--- config.mk ---
export PLATFORM = sky130hd
export DESIGN_NAME = poly_pack_writer
export DESIGN_NICKNAME = d
export VERILOG_FILES = /design/src/rtl/kyber_pkg.sv /design/src/rtl/coef_reduce.sv /design/src/rtl/poly_pack_writer.sv
export SDC_FILE = /design/constraint.sdc
export NUM_CORES = 1
export LEC_CHECK = 0
export ABC_AREA = 1
export CORE_MARGIN = 10
export CORE_UTILIZATION = 55
export DETAILED_ROUTE_END_ITERATION = 7
export PLACE_DENSITY = 0.79
export SYNTH_ARGS = -nofsm -noshare
export SYNTH_HDL_FRONTEND = slang
export SYNTH_SLANG_ARGS = --single-unit
--- constraint.sdc ---
create_clock -name clk -period 2.2 [get_ports clk]
set_input_delay 0.44 -clock clk [delete_from_list [all_inputs] [get_ports clk]]
set_output_delay 0.44 -clock clk [all_outputs]
set_load 0.005 [all_outputs]
--- src/rtl/kyber_pkg.sv ---
// +--------------------------------------------------------------------+
// | kyber_pkg : shared Kyber constants and poly_pack_writer FSM states |
// | Revision  : 1.0                                                    |
// +--------------------------------------------------------------------+
`default_nettype none

package kyber_pkg;

    localparam int KYBER_Q = 3329;
    localparam int KYBER_N = 256;
    localparam int COEF_W  = 12;
    localparam int LANES   = 8;
    localparam int ADDR_W  = 10;

    typedef enum logic [0:0] {
        ST_IDLE = 1'b0,
        ST_LOAD = 1'b1
    } pp_state_t;

endpackage

`default_nettype wire

--- src/rtl/coef_reduce.sv ---
// +--------------------------------------------------------------------+
// | coef_reduce : single conditional subtract of KYBER_Q               |
// | Revision    : 1.0                                                  |
// +--------------------------------------------------------------------+
`default_nettype none

module coef_reduce #(
    parameter int W = kyber_pkg::COEF_W
) (
    input  logic [W-1:0] coef_in,
    output logic [W-1:0] coef_out
);

    import kyber_pkg::*;

    always_comb begin
        coef_out = coef_in;
        if (coef_in >= W'(KYBER_Q)) begin
            coef_out = coef_in - W'(KYBER_Q);
        end
    end

endmodule

`default_nettype wire

--- src/rtl/poly_pack_writer.sv ---
// +--------------------------------------------------------------------+
// | poly_pack_writer : packs 8 coefficients per word, writes RAM port A|
// | Option: POLY_PACK_REDUCE_EN reduces each coefficient mod KYBER_Q   |
// | Revision         : 1.0                                             |
// +--------------------------------------------------------------------+
`default_nettype none

module poly_pack_writer #(
    parameter int COEF_W  = kyber_pkg::COEF_W,
    parameter int LANES   = kyber_pkg::LANES,
    parameter int ADDR_W  = kyber_pkg::ADDR_W,
    parameter int N_WORDS = kyber_pkg::KYBER_N / kyber_pkg::LANES
) (
    input  logic                      clk,
    input  logic                      rst_n,
    input  logic                      start,
    input  logic [ADDR_W-1:0]         base_addr,
    input  logic                      in_valid,
    input  logic [COEF_W-1:0]         in_coef,
    output logic                      in_ready,
    output logic                      wena,
    output logic [ADDR_W-1:0]         waddra,
    output logic [COEF_W*LANES-1:0]   dina,
    output logic                      busy,
    output logic                      done
);

    import kyber_pkg::*;

    localparam int LANE_W = $clog2(LANES);
    localparam int WORD_W = $clog2(N_WORDS);

    pp_state_t                     r_state;
    pp_state_t                     w_state_nxt;
    logic [LANE_W-1:0]             r_lane;
    logic [WORD_W-1:0]             r_word;
    logic [ADDR_W-1:0]             r_base;
    logic [LANES-1:0][COEF_W-1:0]  r_asm;
    logic [LANES-1:0][COEF_W-1:0]  w_word;
    logic [COEF_W-1:0]             w_coef;
    logic                          w_accept;
    logic                          w_last_lane;
    logic                          w_last_word;

`ifdef POLY_PACK_REDUCE_EN
    coef_reduce #(
        .W (COEF_W)
    ) u_reduce (
        .coef_in  (in_coef),
        .coef_out (w_coef)
    );
`else
    assign w_coef = in_coef;
`endif

    // in_ready is a flop that mirrors "state is LOAD", so it is safe as a qualifier
    assign w_accept    = in_valid && in_ready;
    assign w_last_lane = (r_lane == LANE_W'(LANES - 1));
    assign w_last_word = (r_word == WORD_W'(N_WORDS - 1));

    always_comb begin
        w_state_nxt = r_state;
        case (r_state)
            ST_IDLE: begin
                if (start) begin
                    w_state_nxt = ST_LOAD;
                end
            end
            ST_LOAD: begin
                if (w_accept && w_last_lane && w_last_word) begin
                    w_state_nxt = ST_IDLE;
                end
            end
            default: w_state_nxt = ST_IDLE;
        endcase
    end

    // Current word with the incoming coefficient merged into its lane
    always_comb begin
        w_word         = r_asm;
        w_word[r_lane] = w_coef;
    end

    always_ff @(posedge clk or negedge rst_n) begin
        if (!rst_n) begin
            r_state <= ST_IDLE;
        end else begin
            r_state <= w_state_nxt;
        end
    end

    always_ff @(posedge clk or negedge rst_n) begin
        if (!rst_n) begin
            r_lane   <= '0;
            r_word   <= '0;
            r_base   <= '0;
            r_asm    <= '0;
            in_ready <= 1'b0;
            busy     <= 1'b0;
            wena     <= 1'b0;
            waddra   <= '0;
            dina     <= '0;
            done     <= 1'b0;
        end else begin
            wena     <= 1'b0;
            done     <= 1'b0;
            in_ready <= (w_state_nxt == ST_LOAD);
            busy     <= (w_state_nxt == ST_LOAD);

            if ((r_state == ST_IDLE) && start) begin
                r_base <= base_addr;
                r_lane <= '0;
                r_word <= '0;
            end

            if (w_accept) begin
                r_asm  <= w_word;
                r_lane <= w_last_lane ? '0 : r_lane + LANE_W'(1);
                if (w_last_lane) begin
                    dina   <= w_word;
                    waddra <= r_base + ADDR_W'(r_word);
                    wena   <= 1'b1;
                    done   <= w_last_word;
                    r_word <= r_word + WORD_W'(1);
                end
            end
        end
    end

endmodule

`default_nettype wire

== Word level (Yosys, flattened, before mapping) ==
Index checks and enable logic that the tools add are counted.
Storage, ports and cells
  input bits: 26
  flip-flop bits (word level): 223
  word-level logic and storage cells: 47
  output and inout bits: 110
Operators by class
  bitwise operators: 1
  eq/ne operators: 2
  add/sub/neg operators: 3
  magnitude comparators: 2
  reduce and logical (&&, ||, !) cells: 7
  muxes and demuxes: 16
Operator list (number)
  $bwmux 96: 1
  $demux 12 s3: 1
  $mux 5: 3
  $mux 12: 1
  $add 10x5->10: 1
  $mux 3: 3
  $mux 1: 6
  $add 5x1->5 const B: 1
  $eq 5x5->1 const B: 1
  $logic_and 1x1->1: 5
  $lt 3x4->1 const B: 1
  $add 3x1->3 const B: 1
  $eq 3x3->1 const B: 1
  $ge 3x1->1 const B: 1
  $pmux 1 s2: 1
  $reduce_and 2->1: 1
  $reduce_bool 2->1: 1
  $not 1->1: 1

== Logic depth before layout (Yosys ltp) ==
Gate-level depths: netlist of run 1.
  depth in word-level cells: 5
  mapped depth: 10
  gate-level depth less buffers: 9

== Least setup slack after synthesis of run 1 ==
No wires, ideal clock.
  path type: register to register
  from: reg r_word[0]
  to: reg waddra[8]
  required time: 2.082 ns
  setup time: 0.118 ns
  arrival time: 1.650 ns
  slack: 0.432 ns
  stages on the path, launching flop included: 10
  path buffers: 0
  clock period less this slack: 1.768 ns
  cell sequence: dfrtp_1 > ha_1 > inv_1 > fa_1 > o21ai_0 > nand3_1 > nand2_1 > nand2_1 > nand3_1 > nand2_1
On the way
  cells in the longest elaborated chain, start to end: 1
RTL lines
  from (decl): line poly_pack_writer.sv:36  | logic [WORD_W-1:0] r_word;
  from (signal assigned): line poly_pack_writer.sv:124  | r_word <= r_word + WORD_W'(1);
  $add 10x5->10: line poly_pack_writer.sv:121  | waddra <= r_base + ADDR_W'(r_word);
  to (signal assigned): line poly_pack_writer.sv:121
  to (decl): line poly_pack_writer.sv:22  | output logic [ADDR_W-1:0] waddra,
Every way passes these cells.
A chain may end at the register's enable or synchronous reset.

== Worst setup path after layout of run 1 ==
  from: reg busy
  to: out busy
RTL lines
  from (decl): line poly_pack_writer.sv:24  | output logic busy,
  from (signal assigned): line poly_pack_writer.sv:108  | busy <= (w_state_nxt == ST_LOAD);
No word-level cell between the ends.

==> impl_results.html, run 1 <==
<table>
<tr><th>Metric</th><th>Value</th></tr>
<tr><th colspan="2">Run status</th></tr>
<tr><td>Status</td><td>completed</td></tr>
<tr><th colspan="2">Min path</th></tr>
<tr><td>Hold path cells</td><td>2</td></tr>
<tr><td>Hold-critical path endpoint</td><td>waddra[0]</td></tr>
<tr><td>Launch instance of the worst min-delay path</td><td>waddra[0]</td></tr>
<tr><td>Tightest Hold Check Type</td><td>reg2reg</td></tr>
<tr><th colspan="2">Logic synthesis</th></tr>
<tr><td>Count of warnings emitted by yosys</td><td>0</td></tr>
<tr><td>Count of cell types in the netlist</td><td>31</td></tr>
<tr><td>Top cell type's share of synthesized area</td><td>0.5759</td></tr>
<tr><td>Post-synth top cells</td><td>nand2_1, dfrtp_1, o21ai_0, o21ai_1, inv_1</td></tr>
<tr><td>Mean instance size in the synthesized netlist</td><td>about 9.0 um2</td></tr>
<tr><td>Post-synthesis sequential area ratio</td><td>0.5759</td></tr>
<tr><td>Flop and latch count out of synthesis</td><td>about 220</td></tr>
<tr><td>Post-Syn Instances</td><td>1,073</td></tr>
<tr><td>Mapped Area</td><td>approximately 9700 um2</td></tr>
<tr><td>Net count after synthesis</td><td>between 1,000 and 1,500</td></tr>
<tr><td>Commonest register cell after synthesis</td><td>dfrtp_1</td></tr>
<tr><td>Yosys top cell by area</td><td>dfrtp_1</td></tr>
<tr><td>Most repeated cell in the gate-level netlist after synthesis</td><td>nand2_1</td></tr>
<tr><td>Async set-or-reset flop fraction in the synthesized netlist</td><td>1.000</td></tr>
<tr><td>Most area-consuming cells after synthesis</td><td>dfrtp_1, nand2_1, o21ai_0, o21ai_1, inv_1</td></tr>
<tr><td>Count of flip-flops with a built-in enable after synthesis</td><td>0</td></tr>
<tr><th colspan="2">Route</th></tr>
<tr><td>Post-DR vias/cell</td><td>around 5.3</td></tr>
<tr><td>Routed wire length on met3</td><td>approximately 1700 um</td></tr>
<tr><td>Top Layer Used</td><td>met4</td></tr>
<tr><td>Detailed-router iteration count before antenna repair</td><td>8</td></tr>
<tr><td>DRT antenna net count</td><td>0</td></tr>
<tr><td>DR WL/cell</td><td>approximately 16 um</td></tr>
<tr><td>Sum of met2 wire segment lengths after detailed routing</td><td>about 11,000 um</td></tr>
<tr><td>DRC violation count after routing</td><td>0</td></tr>
<tr><td>Detailed Route WL</td><td>~24,000 um</td></tr>
<tr><td>WL met1</td><td>between 10,000 and 15,000 um</td></tr>
<tr><td>Iteration-0 DRC Markers</td><td>560</td></tr>
<tr><td>Vias post-DR</td><td>~7,600</td></tr>
<tr><th colspan="2">Placement</th></tr>
<tr><td>Detailed placer's ending HPWL</td><td>between 15,000 and 20,000 um</td></tr>
<tr><td>Cell area after placement</td><td>between 10,000 and 15,000 um2</td></tr>
<tr><td>RePlAce Congestion</td><td>about 0.86</td></tr>
<tr><td>Port buffer count</td><td>approximately 140</td></tr>
<tr><th colspan="2">Clock network</th></tr>
<tr><td>Number of buffers inserted during clock tree synthesis</td><td>23</td></tr>
<tr><td>Htree depth</td><td>1</td></tr>
<tr><td>Resized cells post-CTS</td><td>0</td></tr>
<tr><td>Clock tree from TritonCTS</td><td>built</td></tr>
<tr><td>Latest clock arrival within the worst-skew pair</td><td>roughly 500 ps</td></tr>
<tr><td>Clock Sink Count</td><td>between 200 and 250</td></tr>
<tr><td>Total of hold buffers inserted after clock tree synthesis</td><td>1</td></tr>
<tr><td>Clock input transition at the sequential cells of the worst setup and hold paths</td><td>~60 ps</td></tr>
<tr><td>Clk root buf</td><td>clkbuf_16</td></tr>
<tr><td>Number of buffers on the longest clock path</td><td>3</td></tr>
<tr><td>Post-CTS Setup Repair Bufs</td><td>0</td></tr>
<tr><th colspan="2">Worst setup path</th></tr>
<tr><td>Worst Path Buf+Inv</td><td>1</td></tr>
<tr><td>Endpoint of the most critical register-to-register path</td><td>waddra[6]</td></tr>
<tr><td>Number of cell instances on the worst register-to-register path</td><td>9</td></tr>
<tr><td>Sequence of cells on the critical path</td><td>clkdlybuf4s50_1</td></tr>
<tr><td>Worst Setup End Kind</td><td>output pin</td></tr>
<tr><td>Delay of the slowest cell on the worst path</td><td>around 570 ps</td></tr>
<tr><td>Arrival time of the worst setup path</td><td>roughly 1600 ps</td></tr>
<tr><td>Launch instance of the worst register-to-register path</td><td>r_base[0]</td></tr>
<tr><td>Kind of start point of the critical path</td><td>register</td></tr>
<tr><td>Required time of the critical path</td><td>around 1800 ps</td></tr>
<tr><td>Critical-path cell with the highest stage delay</td><td>clkdlybuf4s50_1</td></tr>
<tr><td>Register-to-register path setup slack</td><td>240 ps</td></tr>
<tr><td>Top cell family by delay on the critical path</td><td>buffers and inverters</td></tr>
<tr><td>Maximum fanout count along the critical path</td><td>4</td></tr>
<tr><td>Worst setup path class</td><td>reg2out</td></tr>
<tr><td>Start point of the critical path</td><td>busy</td></tr>
<tr><th colspan="2">Global route</th></tr>
<tr><td>Vias in the first global route</td><td>approximately 7,500</td></tr>
<tr><td>Wire length of the first global-routing pass</td><td>38,960 um</td></tr>
<tr><td>Total overflow reported by the global router</td><td>0</td></tr>
<tr><td>Global-route total usage across every layer</td><td>0.1973</td></tr>
<tr><td>Antenna violations before repair</td><td>0</td></tr>
<tr><td>Pin count of the biggest net entering global routing</td><td>about 140</td></tr>
<tr><th colspan="2">Layout</th></tr>
<tr><td>Final instance area</td><td>11,920 um2</td></tr>
<tr><td>Layout-stage area growth over the synthesis result</td><td>23.02%</td></tr>
<tr><td>Share of cells above drive strength 1</td><td>0.06209</td></tr>
<tr><td>Post-layout net count</td><td>approximately 1,200</td></tr>
<tr><td>Number of diodes</td><td>0</td></tr>
<tr><th colspan="2">Timing</th></tr>
<tr><td>Final critical-path required period</td><td>around 2000 ps</td></tr>
<tr><td>Final setup fails</td><td>0</td></tr>
<tr><td>RSZ-0062 raised after global routing</td><td>no</td></tr>
<tr><td>Total count of hold-check failures in the final report</td><td>0</td></tr>
<tr><td>Number of max-slew violations in the final report</td><td>0</td></tr>
<tr><td>Final worst clock skew</td><td>8.649 ps</td></tr>
<tr><td>Setup tns final</td><td>0 ps</td></tr>
<tr><td>Worst Tran Pin Value</td><td>between 500 and 600 ps</td></tr>
<tr><td>Headroom to the max-slew limit</td><td>0.6000</td></tr>
<tr><td>Highest achievable clock rate</td><td>between 0.5 and 0.6 GHz</td></tr>
<tr><td>Share of the clock period used by the worst path</td><td>0.9063</td></tr>
<tr><th colspan="2">Floorplan</th></tr>
<tr><td>Number of placement rows</td><td>48</td></tr>
<tr><td>Area of the die</td><td>roughly 23,000 um2</td></tr>
<tr><td>Die X</td><td>roughly 150 um</td></tr>
<tr><td>Top-Level Pins</td><td>~140</td></tr>
<tr><td>Die Height</td><td>152.7 um</td></tr>
<tr><td>Initial cell density of the core</td><td>0.5602</td></tr>
<tr><td>Total core area</td><td>approximately 17,000 um2</td></tr>
<tr><th colspan="2">Flow run</th></tr>
<tr><td>Max Cap Violations</td><td>0</td></tr>
<tr><th colspan="2">Pwr</th></tr>
<tr><td>Power density normalized to cell area</td><td>about 1400 nW/um2</td></tr>
<tr><td>IR Drop Worst-Case VDD</td><td>slightly above 800 uV</td></tr>
<tr><td>Leak pwr</td><td>just under 6 nW</td></tr>
</table>
metrics by stage:
step	hold slack [ps]	setup WS [ps]	power [mW]	cells	utilization
6_report	474.3	206.1	16.40	1433	0.6892
3_3_place_gp	456.1	338.3	12.45	1391	0.6469
2_1_floorplan	144.4	432.3	9.897	1073	-
3_5_place_dp	456.0	267.6	12.75	1391	0.6469
4_1_cts	480.4	183.2	16.53	1433	0.6892
5_1_grt	494.5	85.09	17.68	1433	0.6892
logic make-up (layout without fill, tap and decap cells):
logic type / Yosys count / in the layout / share of synthesized area
simple gates: 368 / 368 / 0.1510
mux: 28 / 28 / 0.02944
fa+ha+maj: 10 / 10 / 0.01369
compound gates: 287 / 287 / 0.1484
buf+inv: 154 / 289 / 0.07890
xor+xnor: 3 / 3 / 0.002712
flops: 223 / 223 / 0.5759
how the worst max path moves through the flow:
stage	cells after the start	slack, ps	endpoint
6_report	1	210	busy
3_3_place_gp	9	340	waddra[6]
3_5_place_dp	9	270	waddra[8]
2_1_floorplan	9	430	waddra[8]
5_1_grt	9	90	waddra[6]
4_1_cts	1	180	busy
sequential cells by signal (all words and copies together) (netlist names):
name,count
busy,1
wena,1
done,1
r_word,5
r_base,10
dina,96
waddra,10
r_lane,3
r_asm,96
placed cells by master, fill, tap and decap left out, types with 4 or more instances in the layout:
cell type        instances
mux2i_1                 24
clkbuf_1                 5
o21ai_0                160
nand2_2                  6
a21oi_1                  8
clkbuf_16               23
inv_1                   90
nand2_1                315
buf_4                   11
o21ai_1                118
mux2_2                   4
nand3_1                 21
ha_1                     9
dfrtp_1                223
clkdlybuf4s50_1        134
clkbuf_8                 7
nor2_1                  14
clkinv_2                 6
buf_12                   9
layer usage:
| layer | GRT usage | vias to the layer above |
|---|---|---|
| li1 | - | 3715 |
| met1 | 0.2630 | 3647 |
| met2 | 0.3172 | 224 |
| met3 | 0.04714 | 37 |
| met4 | 0.04905 | 0 |
| met5 | 0 | - |
power breakdown:
part	switching [mW]	internal [mW]	total (mW)
Clock	1.55	2.16	3.71
Sequential	1.06	5.86	6.92
Combinational	2.91	2.86	5.77
Total	5.52	10.9	16.4
layout make-up:
class,instances,area (um2)
flip-flops and latches,223,5580
fillers,1337,5376
multi-input cells,696,3358
repair buffers,156,1629
clock buffers,35,690.7
inverters,92,350.3
well taps,225,281.5
clock inverters,6,30.03
(Power assumes the default switching activity.)
==> inputs of run 2 (changes only) <==
--- a/config.mk
+++ b/config.mk
@@ -10,6 +10,8 @@
 export CORE_UTILIZATION = 55
 export DETAILED_ROUTE_END_ITERATION = 7
 export PLACE_DENSITY = 0.79
+export RECOVER_POWER = 100
 export SYNTH_ARGS = -nofsm -noshare
 export SYNTH_HDL_FRONTEND = slang
+export SYNTH_HIERARCHICAL = 1
 export SYNTH_SLANG_ARGS = --single-unit
==> run 2 against run 1 <==
Hold slack got worse by 5.0 ps; register-to-register slack barely moved; worst setup slack gained 19 ps; clock skew shrank 2.0 ps; clock-buffer cell count stayed put; die area is the same; first-iteration DRC count is 11% higher; synthesized cell count did not move; highest routed layer unchanged.
==> impl_results.html, run 2 <==
<table>
<tr><th>Metric</th><th>Value</th></tr>
<tr><th colspan="2">Route</th></tr>
<tr><td>Vias post-DR</td><td>7,649 (+0.34%)</td></tr>
<tr><td>Post-DR vias/cell</td><td>5.338 (+0.34%)</td></tr>
<tr><td>DRT antenna net count</td><td>0 (unchanged)</td></tr>
<tr><td>DR WL/cell</td><td>16.44 um (-0.30%)</td></tr>
<tr><td>Iteration-0 DRC Markers</td><td>620 (+11%)</td></tr>
<tr><td>Detailed Route WL</td><td>23,560 um (-0.30%)</td></tr>
<tr><td>DRC violation count after routing</td><td>0 (unchanged)</td></tr>
<tr><td>Detailed-router iteration count before antenna repair</td><td>5 (-3)</td></tr>
<tr><th colspan="2">Worst setup path</th></tr>
<tr><td>Kind of start point of the critical path</td><td>register</td></tr>
<tr><td>Sequence of cells on the critical path</td><td>ha_1, inv_1, fa_1, o21ai_0, nand3_1, nand2_1, nand2_1, nand3_1, nand2_1</td></tr>
<tr><td>Delay of the slowest cell on the worst path</td><td>440 ps (-130 ps)</td></tr>
<tr><td>Worst Path Buf+Inv</td><td>1 (unchanged)</td></tr>
<tr><td>Arrival time of the worst setup path</td><td>2370 ps (+820 ps)</td></tr>
<tr><td>Most used cell along the critical path</td><td>nand2_1</td></tr>
<tr><td>Worst Setup End Kind</td><td>register</td></tr>
<tr><td>Maximum fanout count along the critical path</td><td>4 (unchanged)</td></tr>
<tr><td>Launch instance of the worst register-to-register path</td><td>r_base[0]</td></tr>
<tr><td>Critical-path cell with the highest stage delay</td><td>o21ai_0</td></tr>
<tr><td>Start point of the critical path</td><td>r_base[0]</td></tr>
<tr><td>Worst setup path class</td><td>reg2reg</td></tr>
<tr><td>Top cell family by delay on the critical path</td><td>adder cells</td></tr>
<tr><td>Required time of the critical path</td><td>2590 ps (+830 ps)</td></tr>
<tr><th colspan="2">Layout</th></tr>
<tr><td>Share of cells above drive strength 1</td><td>0.05629 (-0.005795)</td></tr>
<tr><td>Number of diodes</td><td>0 (unchanged)</td></tr>
<tr><td>Registers with the highest flip-flop counts</td><td>dina (96), r_asm (96)</td></tr>
<tr><td>Final core area utilization</td><td>0.6817 (-0.007451)</td></tr>
<tr><td>Final instance area</td><td>11,790 um2 (-1.1%)</td></tr>
<tr><td>Layout-stage area growth over the synthesis result</td><td>21.69%</td></tr>
<tr><td>Post-layout net count</td><td>1,228 (unchanged)</td></tr>
<tr><td>Most common cell after layout, fill and taps aside</td><td>nand2_1</td></tr>
<tr><td>Top library cells by usage in the layout, fill and taps aside</td><td>nand2_1, o21ai_0, dfrtp_1</td></tr>
<tr><th colspan="2">Logic synthesis</th></tr>
<tr><td>Net count after synthesis</td><td>1,109 (unchanged)</td></tr>
<tr><td>Most area-consuming cells after synthesis</td><td>dfrtp_1, nand2_1, o21ai_0, o21ai_1, inv_1</td></tr>
<tr><td>Main combinational cell family by area after synthesis</td><td>simple AND/OR/NAND/NOR gates</td></tr>
<tr><td>Post-synthesis sequential area ratio</td><td>0.5759 (unchanged)</td></tr>
<tr><td>Synth Area in Compound Gates</td><td>0.1484 (unchanged)</td></tr>
<tr><td>Async set-or-reset flop fraction in the synthesized netlist</td><td>1.000 (unchanged)</td></tr>
<tr><td>Count of warnings emitted by yosys</td><td>6 (+6)</td></tr>
<tr><td>Top cell type's share of synthesized area</td><td>0.5759 (unchanged)</td></tr>
<tr><td>Fraction of synthesized area in multiplexers</td><td>0.02944 (unchanged)</td></tr>
<tr><td>Mapped Area</td><td>9689 um2 (unchanged)</td></tr>
<tr><td>Yosys top cell by area</td><td>dfrtp_1</td></tr>
<tr><td>Most repeated cell in the gate-level netlist after synthesis</td><td>nand2_1</td></tr>
<tr><td>Count of flip-flops with a built-in enable after synthesis</td><td>0 (unchanged)</td></tr>
<tr><td>Flop and latch count out of synthesis</td><td>223 (unchanged)</td></tr>
<tr><td>Adder and majority gate portion of the synthesized area</td><td>0.01369 (unchanged)</td></tr>
<tr><td>Commonest register cell after synthesis</td><td>dfrtp_1</td></tr>
<tr><td>Synth Area in XOR/XNOR</td><td>0.002712 (unchanged)</td></tr>
<tr><td>Simple-gate share of the synthesized area</td><td>0.1510 (unchanged)</td></tr>
<tr><td>Post-synth top cells</td><td>nand2_1, dfrtp_1, o21ai_0, o21ai_1, inv_1</td></tr>
<tr><td>Post-Syn Instances</td><td>1,073 (unchanged)</td></tr>
<tr><td>Count of cell types in the netlist</td><td>31 (unchanged)</td></tr>
<tr><td>Mean instance size in the synthesized netlist</td><td>9.030 um2 (unchanged)</td></tr>
<tr><th colspan="2">Global route</th></tr>
<tr><td>Antenna violations before repair</td><td>0 (unchanged)</td></tr>
<tr><td>Global-route total usage across every layer</td><td>0.1973 (unchanged)</td></tr>
<tr><td>Fraction of met1 tracks used by global routing</td><td>0.2630 (unchanged)</td></tr>
<tr><td>Most congested layer reported by global routing</td><td>met2</td></tr>
<tr><td>Vias in the first global route</td><td>7,526 (unchanged)</td></tr>
<tr><td>M2 GR Usage</td><td>0.3172 (unchanged)</td></tr>
<tr><td>Pin count of the biggest net entering global routing</td><td>144 (unchanged)</td></tr>
<tr><td>Wire length of the first global-routing pass</td><td>38,960 um (unchanged)</td></tr>
<tr><td>GRT met3 Usage</td><td>0.04714 (unchanged)</td></tr>
<tr><td>Total overflow reported by the global router</td><td>0 (unchanged)</td></tr>
<tr><th colspan="2">Timing</th></tr>
<tr><td>Total count of hold-check failures in the final report</td><td>0 (unchanged)</td></tr>
<tr><td>Final setup fails</td><td>0 (unchanged)</td></tr>
<tr><td>Final worst clock skew</td><td>6.644 ps (-2.006 ps)</td></tr>
<tr><td>Worst Tran Pin Value</td><td>952.8 ps (+354.6 ps)</td></tr>
<tr><td>Final critical-path required period</td><td>1975 ps (-19.06 ps)</td></tr>
<tr><td>RSZ-0062 raised after global routing</td><td>no</td></tr>
<tr><td>Headroom to the max-slew limit</td><td>0.3648 (-0.2352)</td></tr>
<tr><td>Setup tns final</td><td>0 ps (unchanged)</td></tr>
<tr><td>Worst Setup Slack, final</td><td>225.1 ps (+19.06 ps)</td></tr>
<tr><td>Number of max-slew violations in the final report</td><td>0 (unchanged)</td></tr>
<tr><td>Highest achievable clock rate</td><td>0.5064 GHz (+0.97%)</td></tr>
<tr><td>Share of the clock period used by the worst path</td><td>0.8977 (-0.008663)</td></tr>
<tr><th colspan="2">Clock network</th></tr>
<tr><td>Post-CTS Setup Repair Bufs</td><td>0 (unchanged)</td></tr>
<tr><td>Number of buffers on the longest clock path</td><td>3 (unchanged)</td></tr>
<tr><td>Clock Sink Count</td><td>223 (unchanged)</td></tr>
<tr><td>Clock tree from TritonCTS</td><td>built</td></tr>
<tr><td>Latest clock arrival within the worst-skew pair</td><td>500 ps (about the same)</td></tr>
<tr><td>Number of buffers inserted during clock tree synthesis</td><td>23 (unchanged)</td></tr>
<tr><td>Htree depth</td><td>1 (unchanged)</td></tr>
<tr><td>Clock input transition at the sequential cells of the worst setup and hold paths</td><td>60 ps (about the same)</td></tr>
<tr><td>Clk root buf</td><td>clkbuf_16</td></tr>
<tr><td>Resized cells post-CTS</td><td>0 (unchanged)</td></tr>
<tr><th colspan="2">Pwr</th></tr>
<tr><td>Switching power</td><td>5.383 mW (-2.4%)</td></tr>
<tr><td>Sequential share of power</td><td>0.434 (+0.012)</td></tr>
<tr><td>Leak pwr</td><td>6.009 nW (+3.0%)</td></tr>
<tr><td>Switch share</td><td>0.3395 (+0.003088)</td></tr>
<tr><td>Clk network pwr share</td><td>0.234 (+0.008)</td></tr>
<tr><td>Gate power share</td><td>0.332 (-0.020)</td></tr>
<tr><td>IR Drop Worst-Case VDD</td><td>814.6 uV (about the same)</td></tr>
<tr><td>Power density normalized to cell area</td><td>1345 nW/um2 (-2.2%)</td></tr>
<tr><td>Internal Dissipation</td><td>10.47 mW (-3.8%)</td></tr>
<tr><th colspan="2">Floorplan</th></tr>
<tr><td>Top-Level Pins</td><td>136 (unchanged)</td></tr>
<tr><td>Initial cell density of the core</td><td>0.5602 (unchanged)</td></tr>
<tr><td>Die Height</td><td>152.7 um (unchanged)</td></tr>
<tr><td>Number of placement rows</td><td>48 (unchanged)</td></tr>
<tr><td>Die X</td><td>152.7 um (unchanged)</td></tr>
<tr><td>Area of the die</td><td>23,330 um2 (unchanged)</td></tr>
<tr><td>Total core area</td><td>17,300 um2 (unchanged)</td></tr>
<tr><th colspan="2">Min path</th></tr>
<tr><td>Tightest Hold Check Type</td><td>reg2reg</td></tr>
<tr><td>Launch instance of the worst min-delay path</td><td>waddra[0]</td></tr>
<tr><th colspan="2">Placement</th></tr>
<tr><td>Setup slack after placement</td><td>267.6 ps (unchanged)</td></tr>
<tr><td>Port buffer count</td><td>135 (unchanged)</td></tr>
<tr><td>Cell area after placement</td><td>11,190 um2 (unchanged)</td></tr>
<tr><td>Detailed placer's ending HPWL</td><td>15,590 um (unchanged)</td></tr>
<tr><td>RePlAce Congestion</td><td>0.8614 (unchanged)</td></tr>
<tr><th colspan="2">Run status</th></tr>
<tr><td>Status</td><td>completed</td></tr>
<tr><th colspan="2">Flow run</th></tr>
<tr><td>Max Cap Violations</td><td>0 (unchanged)</td></tr>
</table>
run 2: cell counts after synthesis:
Identical to the previous run, type by type.
run 2: kinds of logic after synthesis:
kind of cell / count (synthesis)
multiplexers: 28
AND/OR/NAND/NOR: 368
AO/OA/AOI/OAI: 287
flip-flops: 223
adder cells (fa/ha/maj): 10
XOR/XNOR: 3
buffers and inverters: 154
run 2: worst paths after layout:
check	cells past startpoint	slack, ps	end
max in group asynchronous	3	410	r_asm[41]
min	2	470	waddra[0]
max	9	230	waddra[8]
max reg2reg	9	230	waddra[8]
min in group asynchronous	2	660	dina[18]
min reg2reg	2	470	waddra[0]
run 2: metal layers:
layer  vias to the layer above  share of wire
met4                         0          0.020
met2                       206           0.47
met3                        41          0.071
met5                         -              0
li1                       3714              -
met1                      3688           0.44
run 2: cell type report:
class | instances | area (um2)
clock buffer | 35 | 690.7
clock inverter | 6 | 30.03
fill | 1360 | 5505
inverter | 92 | 350.3
multi-input combinational | 696 | 3332
sequential | 223 | 5580
tap | 225 | 281.5
timing repair buffer | 156 | 1526
run 2: repair_timing:
item	in CTS	in global routing
hold buffers	1	0
endpoints found under the setup margin	0	0
hold endpoints to repair	66	0
run 2: worst min-delay path: stages, from the launching register on:
cell	delay, ps
dfrtp_1	330
nand2_1	50
nand2_1	50
run 2: per-stage QoR:
| step | total power [mW] | hold slack, ps | std cells |
|---|---|---|---|
| 2_1_floorplan | 9.897 | 144.4 | 1073 |
| 3_3_place_gp | 12.45 | 456.1 | 1391 |
| 3_5_place_dp | 12.75 | 456.0 | 1391 |
| 4_1_cts | 16.53 | 480.4 | 1433 |
| 5_1_grt | 17.15 | 489.8 | 1433 |
| 6_report | 15.86 | 469.3 | 1433 |
run 2: power groups by stage:
stage	sequential (mW)	combinational (mW)	clock, mW
final	6.88	5.27	3.71
after global placement	6.87	5.58	0
after CTS	6.91	5.87	3.75
after global routing	7.10	6.11	3.93
after floorplan	6.82	3.08	0
after detailed placement	6.95	5.80	0
==> inputs of run 3 (changes only) <==
--- a/config.mk
+++ b/config.mk
@@ -6,11 +6,13 @@
 export NUM_CORES = 1
 export LEC_CHECK = 0
 export ABC_AREA = 1
+export ABC_CLOCK_PERIOD_IN_PS = 2200
 export CORE_MARGIN = 10
 export CORE_UTILIZATION = 55
 export DETAILED_ROUTE_END_ITERATION = 7
 export PLACE_DENSITY = 0.79
 export RECOVER_POWER = 100
+export SETUP_SLACK_MARGIN = 0.02
 export SYNTH_ARGS = -nofsm -noshare
 export SYNTH_HDL_FRONTEND = slang
 export SYNTH_HIERARCHICAL = 1
==> results of run 3 <==
The final DEF is identical to that of run 2; final timing and power are the same.
